==> config.mk <==
export PLATFORM = sky130hd
export DESIGN_NAME = mul_div_unit
export DESIGN_NICKNAME = d
export VERILOG_FILES = /design/src/rtl/mul_div_unit.sv
export SDC_FILE = /design/constraint.sdc
export NUM_CORES = 1
export LEC_CHECK = 0
export ABC_CLOCK_PERIOD_IN_PS = 8930
export BUFFER_PORTS_ARGS = -buffer_cell sky130_fd_sc_hd__buf_4
export CAP_MARGIN = 10
export CORE_ASPECT_RATIO = 0.75
export CORE_MARGIN = 1
export CORE_UTILIZATION = 25
export CTS_CLUSTER_SIZE = 14
export DETAILED_ROUTE_END_ITERATION = 8
export PLACE_DENSITY_LB_ADDON = 0.1
export SYNTH_ARGS = -nofsm -noshare
export SYNTH_HDL_FRONTEND = slang
export SYNTH_SLANG_ARGS = --single-unit
==> constraint.sdc <==
create_clock -name CLK -period 8.93 [get_ports CLK]
set_input_delay 0.893 -clock CLK [delete_from_list [all_inputs] [get_ports CLK]]
set_output_delay 0.893 -clock CLK [all_outputs]
set_load 0.05 [all_outputs]
==> src/rtl/mul_div_unit.sv <==
// Iterative 32x32 multiply / 32/32 divide unit: one shift-add or restoring
// shift-subtract step per cycle on operand magnitudes, then a sign-fix pass.
module mul_div_unit (
  input  logic        CLK,
  input  logic        RST,
  input  logic        start,
  input  logic [1:0]  op,
  input  logic [31:0] srcA,
  input  logic [31:0] srcB,
  output logic        busy,
  output logic        done,
  output logic [31:0] hi,
  output logic [31:0] lo
);

  typedef enum logic [1:0] {StIdle, StRun, StFix, StDone} state_e;

  state_e      state_q, state_d;
  logic [4:0]  cnt_q, cnt_d;
  logic [32:0] rem_q, rem_d;    // partial remainder / running product high half
  logic [31:0] quo_q, quo_d;    // dividend->quotient / multiplier->product low half
  logic [31:0] opnd_q, opnd_d;  // divisor or multiplicand magnitude
  logic        is_div_q, is_div_d;
  logic        neg_lo_q, neg_lo_d;
  logic        neg_hi_q, neg_hi_d;
  logic        dz_q, dz_d;
  logic [31:0] hi_q, hi_d, lo_q, lo_d;
  logic        busy_q, busy_d, done_q, done_d;

  logic        accept;
  logic        a_neg, b_neg;
  logic [31:0] a_mag, b_mag;
  logic [32:0] sum, shifted;
  logic [33:0] diff;
  logic [63:0] prod, prod_fix;

  assign accept = start && (state_q == StIdle || state_q == StDone);
  assign a_neg  = op[0] & srcA[31];
  assign b_neg  = op[0] & srcB[31];
  assign a_mag  = a_neg ? -srcA : srcA;
  assign b_mag  = b_neg ? -srcB : srcB;

  // State register
  always_ff @(posedge CLK) begin
    if (RST) begin
      state_q <= StIdle;
    end else begin
      state_q <= state_d;
    end
  end

  // Next-state logic
  always_comb begin
    state_d = state_q;
    case (state_q)
      StIdle:  if (accept) state_d = StRun;
      StRun:   if (cnt_q == 5'd0) state_d = StFix;
      StFix:   if (cnt_q == 5'd0) state_d = StDone;
      StDone:  state_d = accept ? StRun : StIdle;
      default: state_d = StIdle;
    endcase
  end

  // Registered status outputs follow the state being entered
  always_comb begin
    busy_d = (state_d == StRun) || (state_d == StFix);
    done_d = (state_d == StDone);
  end

  // Datapath next-state
  always_comb begin
    cnt_d    = cnt_q;
    rem_d    = rem_q;
    quo_d    = quo_q;
    opnd_d   = opnd_q;
    is_div_d = is_div_q;
    neg_lo_d = neg_lo_q;
    neg_hi_d = neg_hi_q;
    dz_d     = dz_q;
    hi_d     = hi_q;
    lo_d     = lo_q;

    sum      = rem_q + (quo_q[0] ? {1'b0, opnd_q} : 33'd0);
    shifted  = {rem_q[31:0], quo_q[31]};
    diff     = {1'b0, shifted} - {2'b00, opnd_q};
    prod     = {rem_q[31:0], quo_q};
    prod_fix = neg_lo_q ? -prod : prod;

    if (accept) begin
      cnt_d    = 5'd31;
      rem_d    = '0;
      is_div_d = op[1];
      quo_d    = op[1] ? a_mag : b_mag;
      opnd_d   = op[1] ? b_mag : a_mag;
      neg_lo_d = a_neg ^ b_neg;
      neg_hi_d = op[1] ? a_neg : (a_neg ^ b_neg);
      dz_d     = op[1] && (srcB == 32'd0);
    end else begin
      case (state_q)
        StRun: begin
          cnt_d = (cnt_q == 5'd0) ? 5'd1 : cnt_q - 5'd1;
          if (is_div_q) begin
            if (!diff[33]) begin
              rem_d = diff[32:0];
              quo_d = {quo_q[30:0], 1'b1};
            end else begin
              rem_d = shifted;
              quo_d = {quo_q[30:0], 1'b0};
            end
          end else begin
            rem_d = {1'b0, sum[32:1]};
            quo_d = {sum[0], quo_q[31:1]};
          end
        end
        StFix: begin
          if (cnt_q != 5'd0) begin
            cnt_d = 5'd0;
            if (is_div_q) begin
              // Divide-by-zero already leaves |A| as remainder; only the quotient is forced
              quo_d = dz_q ? 32'hFFFF_FFFF : (neg_lo_q ? -quo_q : quo_q);
              rem_d = {1'b0, (neg_hi_q ? -rem_q[31:0] : rem_q[31:0])};
            end else begin
              rem_d = {1'b0, prod_fix[63:32]};
              quo_d = prod_fix[31:0];
            end
          end else begin
            hi_d = rem_q[31:0];
            lo_d = quo_q;
          end
        end
        default: ;
      endcase
    end
  end

  always_ff @(posedge CLK) begin
    if (RST) begin
      cnt_q    <= '0;
      rem_q    <= '0;
      quo_q    <= '0;
      opnd_q   <= '0;
      is_div_q <= 1'b0;
      neg_lo_q <= 1'b0;
      neg_hi_q <= 1'b0;
      dz_q     <= 1'b0;
      hi_q     <= '0;
      lo_q     <= '0;
      busy_q   <= 1'b0;
      done_q   <= 1'b0;
    end else begin
      cnt_q    <= cnt_d;
      rem_q    <= rem_d;
      quo_q    <= quo_d;
      opnd_q   <= opnd_d;
      is_div_q <= is_div_d;
      neg_lo_q <= neg_lo_d;
      neg_hi_q <= neg_hi_d;
      dz_q     <= dz_d;
      hi_q     <= hi_d;
      lo_q     <= lo_d;
      busy_q   <= busy_d;
      done_q   <= done_d;
    end
  end

  assign busy = busy_q;
  assign done = done_q;
  assign hi   = hi_q;
  assign lo   = lo_q;

endmodule

**Word level (Yosys, flattened, before mapping)**

Cells that the tools add are included.

- Register bits after elaboration: 174
- Input bits: 69
- Output and inout bits: 66
- Word-level logic and storage cells: 85

- Add/subtract/negate cells: 8
- Eq/ne operators: 12
- Muxes and demuxes: 30
- Bitwise gates (word level): 5
- Reduce and logical (&&, ||, !) cells: 16

Operators by type and width:

| kind | count |
|---|---|
| two-way mux 32 bit | 13 |
| negator 32 bit | 4 |
| two-way mux 33 bit | 3 |
| case mux 33 bit (2 select lines) | 1 |
| two-way mux 64 bit | 1 |
| negator 64 bit | 1 |
| case mux 32 bit (2 select lines) | 1 |
| subtractor 33 x 32 -> 34 bit | 1 |
| adder 33 x 32 -> 33 bit | 1 |
| zero test 32 bit | 1 |
| two-way mux 5 bit | 3 |
| case mux 5 bit (2 select lines) | 1 |
| != test 3 bit, second input constant | 3 |
| == test 2 bit, second input constant | 4 |
| != test 4 bit, second input constant | 2 |
| case mux 2 bit (4 select lines) | 1 |
| AND reduction 4 bit | 2 |
| two-way mux 2 bit | 3 |
| zero test 5 bit | 1 |
| nonzero test 5 bit | 1 |
| subtractor 5 x 1 -> 5 bit, second input constant | 1 |
| == test 2 x 1 -> 1 bit, second input constant | 2 |
| AND reduction 2 bit | 2 |
| two-way mux 1 bit | 3 |
| other kinds (11) | 15 |

**Logic depth before layout (Yosys ltp)**

Gate-level depths: netlist of run 1.

- Depth after elaboration: 7
- Depth in mapped cells: 15
- Gate-level depth less buffers: 14

**Worst setup path after synthesis of run 1**

No wires, ideal clock.

- Kind: input port to flip-flop
- Start point: in srcB[4]
- End point: reg quo_q[25]
- Setup time: 0.065 ns
- Arrival: 3.334 ns
- Required time: 8.865 ns
- Path slack: 5.531 ns
- Cell stages on the path: 11
- Buffers on the path: 1
- Cell sequence: or4_1 clkbuf_1 or4_1 nor4_2 and3b_1 a21oi_1 xor2_1 nor2_1 a211oi_1 o22ai_1 nor2_1

- Cells in the longest elaborated chain, start to end: 4

RTL lines:

| what | RTL line | text |
|---|---|---|
| start, declared | 9 | `input logic [31:0] srcB,` |
| negator 32 bit | 41 | `assign b_mag = b_neg ? -srcB : srcB;` |
| two-way mux 32 bit | 41 |  |
| two-way mux 32 bit | 93 | `quo_d = op[1] ? a_mag : b_mag;` |
| two-way mux 32 bit | 89 | `if (accept) begin` |
| end signal, assigned | 153 | `quo_q <= quo_d;` |
| end, declared | 21 | `logic [31:0] quo_q, quo_d;` |

No other way between the ends.
A chain may end at the register's enable or synchronous reset.

**Final worst setup path of run 1**

- Start point: reg rem_q[17]
- End point: reg rem_q[1]

- Cells in the longest elaborated chain, start to end: 4

RTL lines:

| what | RTL line | text |
|---|---|---|
| start, declared | 20 | `logic [32:0] rem_q, rem_d;` |
| start signal, assigned | 152 | `rem_q <= rem_d;` |
| subtractor 33 x 32 -> 34 bit | 85 | `diff = {1'b0, shifted} - {2'b00, opnd_q};` |
| two-way mux 33 bit | 103 | `if (!diff[33]) begin` |
| two-way mux 33 bit | 102 | `if (is_div_q) begin` |
| case mux 33 bit (2 select lines) | 99 | `case (state_q)` |

No other way between the ends.

==> impl_metrics.ini, run 1 <==
[grt]
grt_overflow_total = 0
grt_max_degree = 96
first_global_vias = 13650
grtUsageTotal_pct = 20.4
grt_pass1_wl_um = 90300
antenna_found_initial = 0

[die]
fp.dieH_um = 212
core_um2 = 57700
die_width_um = 282
io_pins = 135
fp.dieArea_um2 = 59700
initial_utilization_pct = 25.4
row_count = 76

[critical_path]
critPathKind = reg -> reg
crit_path_cell_trace = ha_1, a21o_1, a21o_1, a21oi_1, o21ai_0, a221oi_1, a21oi_1, nor2_4, mux2i_1, mux4_2, a211oi_1
path_max_fanout = 37
arrival_ns = 4.70
slowest_stage = nor2_4
cp-end-kind = register
slowest_delay_ns = 0.85
crit_required_ns = 9.34
critPathLaunchType = register

[power_and_ir_drop]
irDropWorstVdd_uv = 163
power_density_nw_per_um2 = 265
switchingPower_mw = 2.26
p_int_mw = 2.21
swShare_pct = 50.6
p_seq_share_pct = 26.1
combPwrFrac_pct = 56.0
p_total_mw = 4.48
p_leak_nw = 6.62
clockPowerShare_pct = 17.9

[placement]
numPortBuffers = 134
dp_slack_ns = 4.73
place_inst = 2863
post-dp-hpwl_um = 48100
routabilityCongestion = 0.886
place_area_um2 = 16300

[layout]
multi_input_area_um2 = 10400
final-seq-area_um2 = 3480
nets = 2248
finalNonFillerCells = 2895
syn_to_final_growth_pct = 15.1
final_util_pct = 29.3
drive_above_1_share_pct = 11.1
antennaDiodeCount = 0
design_area_um2 = 16900
fill_cells = 6367

[route]
drc = 0
vias = 15242
post_drt_wl_per_cell_um = 21.3
wl_um = 61600
drt_iter0_markers = 1421
dr.pass1.iters = 6
detail-route-antenna-nets = 0
via_per_inst = 5.26

[sta]
slew_violations = 0
fin_hold_ws_ns = 0.453
fin_crit_sh_pct = 48.1
fin_tns_setup_ns = 0
post-route-min-period_ns = 4.29
skew_ns = 0.0191
max_clock_freq_ghz = 0.233
worst_slew_pin_slew_ns = 1.22
setup_viol = 0
setup_ws_ns = 4.64
rsz0062_at_grt = false
hold_violations = 0
slew_headroom_pct = 18.2

[job]
max_cap_viol_count = 0

[min_path]
holdCritPathClass = reg -> reg

[clocking]
root_buffer = clkbuf_16
clock_sinks = 174
post_cts_buffers = 0
insertion_delay_ns = 0.49
cts_tree = yes
postCtsHoldBufs = 0
htree_levels = 4
clockBufferDepth = 2
cts_resized = 0
numCtsBuffers = 17
clk_pin_slew_ns = 0.08

[yosys]
syn_inst = 2067
synth.ff_latch_count = 174
ys_async_sr_fraction_pct = 0
synth_area_um2 = 14700
syn-num-nets = 2213
ys_seq_area_share_pct = 23.7
synth_ff_type = dfxtp_1
avgSynthCellArea_um2 = 7.10
ys_warn_count = 0
synth_cell_types = 85
synth_edf_count = 0

[run_status]
status = finished, final reports clean
==> registers in the layout (all words and copies together), names as in the netlist <==
name      count
busy          1
cnt_q         5
done          1
dz_q          1
hi           32
is_div_q      1
lo           32
neg_hi_q      1
neg_lo_q      1
opnd_q       32
quo_q        32
rem_q        33
state_q       2
==> power groups by stage <==
stage | Sequential, mW | Clock (mW) | Combinational, mW
after global routing | 1.19 | 0.852 | 2.73
after global placement | 1.18 | 0 | 2.49
final | 1.17 | 0.800 | 2.51
after detailed placement | 1.18 | 0 | 2.47
after floorplan | 1.03 | 0 | 1.80
after CTS | 1.16 | 0.831 | 2.48
==> path summary, 6_finish.rpt <==
kind / start / endpoint / slack, ns / cells after the start
worst max-delay path: rem_q[17] / rem_q[1] / 4.64 / 11
worst min-delay path: opnd_q[15] / opnd_q[15] / 0.45 / 2
worst max register to register: rem_q[17] / rem_q[1] / 4.64 / 11
worst min register to register: opnd_q[15] / opnd_q[15] / 0.45 / 2
==> cells in the mapped netlist (21+ instances only) <==
master      n  share of area, %
a21o_1     51               2.6
a31oi_1    42               1.8
mux2i_1    32               2.2
dfxtp_1   174                24
a211oi_1   33               1.7
clkbuf_1  103               2.6
ha_1       75               6.4
inv_1      70               1.8
o21ai_0   101               3.4
nand2_1   313               8.0
nor3_1     61               2.1
xnor2_1    78               4.7
o211ai_1   40               2.0
nand3_1    41               1.4
a311oi_1   21               1.3
xor2_1     61               3.6
nor2_1    193               4.9
a21oi_1   247               8.4
==> layout make-up <==
| type | instances | area share (%) |
|---|---|---|
| multi-input combinational | 1685 | 61.7 |
| sequential | 174 | 20.6 |
| timing repair buffer | 151 | 6.71 |
| tap | 780 | 5.78 |
| clock buffer | 18 | 2.54 |
| inverter | 73 | 1.63 |
| clock inverter | 14 | 1.04 |
==> metal layers <==
layer	vias up	part of all wire (%)	GRT usage [%]	wire length, um
li1	7487	-	-	-
met1	7293	56	34.3	34700
met2	439	38	26.1	23300
met3	23	4.8	2.38	2950
met4	0	1.0	4.12	623
met5	-	0	0	0
==> cell usage in the layout (no fill, tap or decap), types with 11 or more instances in the layout <==
master,instances
xnor2_1,78
o21a_1,12
clkbuf_16,17
nor2b_1,18
mux2i_1,32
a31oi_1,41
buf_4,151
a311oi_1,21
xor2_1,61
nor4_1,20
nand3_1,40
a21o_1,51
nand2b_1,17
nand2_1,313
dfxtp_1,173
nor3_1,61
ha_1,74
nand4_1,11
or3_1,15
o221ai_1,13
o21ai_0,101
nor2_1,193
a211oi_1,33
o31ai_1,18
inv_1,70
o211ai_1,40
mux2_2,15
a21oi_1,247
==> critical path: cells and delay by family (launching register included) <==
family	cells	cell delay [ns]
flops	1	0.63
fa+ha+maj	1	0.42
simple gates	1	0.85
compound gates	7	1.60
mux	2	0.67
==> cell families (layout without fill, tap and decap cells) <==
kind of cell               Yosys count  after routing  share of synthesized area [%]
AOI/OAI and AO/OA                  660            660                           28.3
xor gates and xnor gates           139            139                           8.29
adders and majority gates           77             77                           6.66
buffers and inverters              208            256                           5.56
DFF                                174            174                           23.7
muxes                               48             48                           3.49
and+or+nand+nor                    761            761                           24.0
(Power assumes the default switching activity.)
==> inputs of run 2 (changes only) <==
ABC_CLOCK_PERIOD_IN_PS = 3750   (was 8930)
clock period = 3.75 ns   (was 8.93 ns; I/O delays follow)
==> impl_metrics.ini, run 2 (synthesized netlist as in run 1, its figures left out) <==
[layout]
layout.cells.most_common_list = 313 x nand2_1, 248 x buf_4, 246 x a21oi_1, 193 x nor2_1, 173 x dfxtp_1
largest_register_ffs = 33
antennaDiodeCount = 0
fill_cells = 6247
final-seq-area_um2 = 3480
multi_input_area_um2 = 10400
syn_to_final_growth_pct = 20.7
layout_commonest_cell = nand2_1
drive_above_1_share_pct = 15.3
nets = 2350
regMostFlops = rem_q

[die]
fp.dieH_um = 212
die_width_um = 282
initial_utilization_pct = 25.4
core_um2 = 57700
io_pins = 135
fp.dieArea_um2 = 59700
row_count = 76

[sta]
rsz0062_at_grt = false
max_clock_freq_ghz = 0.279
post-route-min-period_ns = 3.59
fin_hold_ws_ns = 0.203
worst_slew_pin_slew_ns = 0.899
skew_ns = 0.0152
slew_headroom_pct = 39.9
fin_crit_sh_pct = 95.7
setup_viol = 0
hold_violations = 0
fin_tns_setup_ns = 0
slew_violations = 0

[critical_path]
path_max_fanout = 6
slowest_stage = nor4b_1
r2r_slack_ns = 0.16
crit_required_ns = 4.15
cp_top_family = compound AO/OA/AOI/OAI gates
critPathKind = reg -> reg
crit_path_cell_trace = ha_1, nand4_1, or2_0, a211oi_1, a211oi_1, buf_4, nor4b_1, o21ai_0, o211ai_1, xor2_1, nor3_1, o32ai_1
cp.buffers_inverters = 1
cp-end-kind = register
slowest_delay_ns = 0.49
arrival_ns = 3.99
r2r_cells = 12
critPathMostFrequentCell = a211oi_1
critPathLaunchType = register
worstSetupPathDepth = 12

[placement]
routabilityCongestion = 0.910
numPortBuffers = 134
post-dp-hpwl_um = 50700

[clocking]
clockBufferDepth = 2
htree_levels = 4
root_buffer = clkbuf_16
cts_tree = yes
numCtsBuffers = 17
clock_sinks = 174
insertion_delay_ns = 0.50
clk_pin_slew_ns = 0.08

[power_and_ir_drop]
p_total_mw = 11.2
power_density_nw_per_um2 = 631
p_leak_nw = 7.16
irDropWorstVdd_uv = 328

[job]
max_cap_viol_count = 0

[route]
wl_um = 63700
post_drt_wl_per_cell_um = 21.2
via_per_inst = 5.23
vias = 15663
drt_iter0_markers = 1487
detail-route-antenna-nets = 0
dr.pass1.iters = 6
drc = 0

[grt]
first_global_vias = 14183
grtUsageTotal_pct = 21.2
antenna_found_initial = 0
grt_overflow_total = 0
grt_pass1_wl_um = 93600
grt_max_degree = 65

[run_status]
status = finished, final reports clean

[min_path]
holdCritPathClass = in -> reg
min_path_cells = 3
run 2: cell count changes in the layout (fill, tap and decap cells not counted), moves of 2 or more:
cell       before  now
buf_4         151  248
buf_12          0    5
bufinv_16       2    0
clkinv_8        1    3
inv_8           4    6
run 2: per-stage QoR:
step / worst slack [ns] / cell area, um2 / instances / util (%)
3_3_place_gp: 0.0519 / 17100 / 2965 / 29.7
4_1_cts: 0.176 / 17700 / 2997 / 30.7
3_5_place_dp: 0.0503 / 17100 / 2965 / 29.7
5_1_grt: 0.00111 / 17700 / 2997 / 30.7
2_1_floorplan: 0.588 / 14700 / 2067 / -
6_report: 0.160 / 17700 / 2997 / 30.7
run 2: path summary, 6_finish.rpt:
kind	startpoint	endpoint
setup / recovery	rem_q[6]	rem_q[31]
hold / removal	op[0]	neg_hi_q
setup reg to reg	rem_q[6]	rem_q[31]
hold reg to reg	hi[2]	hi[2]
run 2: layout make-up:
type	instances	area share (%)
inverter	73	1.55
clock buffer	17	2.40
multi-input combinational	1685	58.9
sequential	174	19.7
tap	780	5.51
clock inverter	15	0.925
timing repair buffer	253	11.1
run 2: what timing repair did:
item                                    in CTS  in global routing
endpoints found under the setup margin       0                  7
hold buffers                                 0                  0
gates resized for setup                      0                  2
buffers inserted                             0                  0
run 2: routing by layer:
layer | track usage, % | wire (um)
met3 | 5.46 | 5000
met1 | 33.9 | 34000
met5 | 0 | 0
met4 | 4.95 | 930
met2 | 26.8 | 23700
run 2: where the power goes:
part / total (mW) / internal, mW / leakage, nW / switching [mW]
logic: 6.73 / 2.53 / 5.45 / 4.20
clock network: 1.87 / 0.895 / 0.288 / 0.974
registers: 2.58 / 2.16 / 1.42 / 0.420
run 2: worst register-to-register path, cell delays in order, from the launching register on:
cell	delay, ns
dfxtp_1	0.39
ha_1	0.43
nand4_1	0.18
or2_0	0.24
a211oi_1	0.32
a211oi_1	0.13
buf_4	0.17
nor4b_1	0.49
o21ai_0	0.29
o211ai_1	0.32
xor2_1	0.24
nor3_1	0.08
o32ai_1	0.23
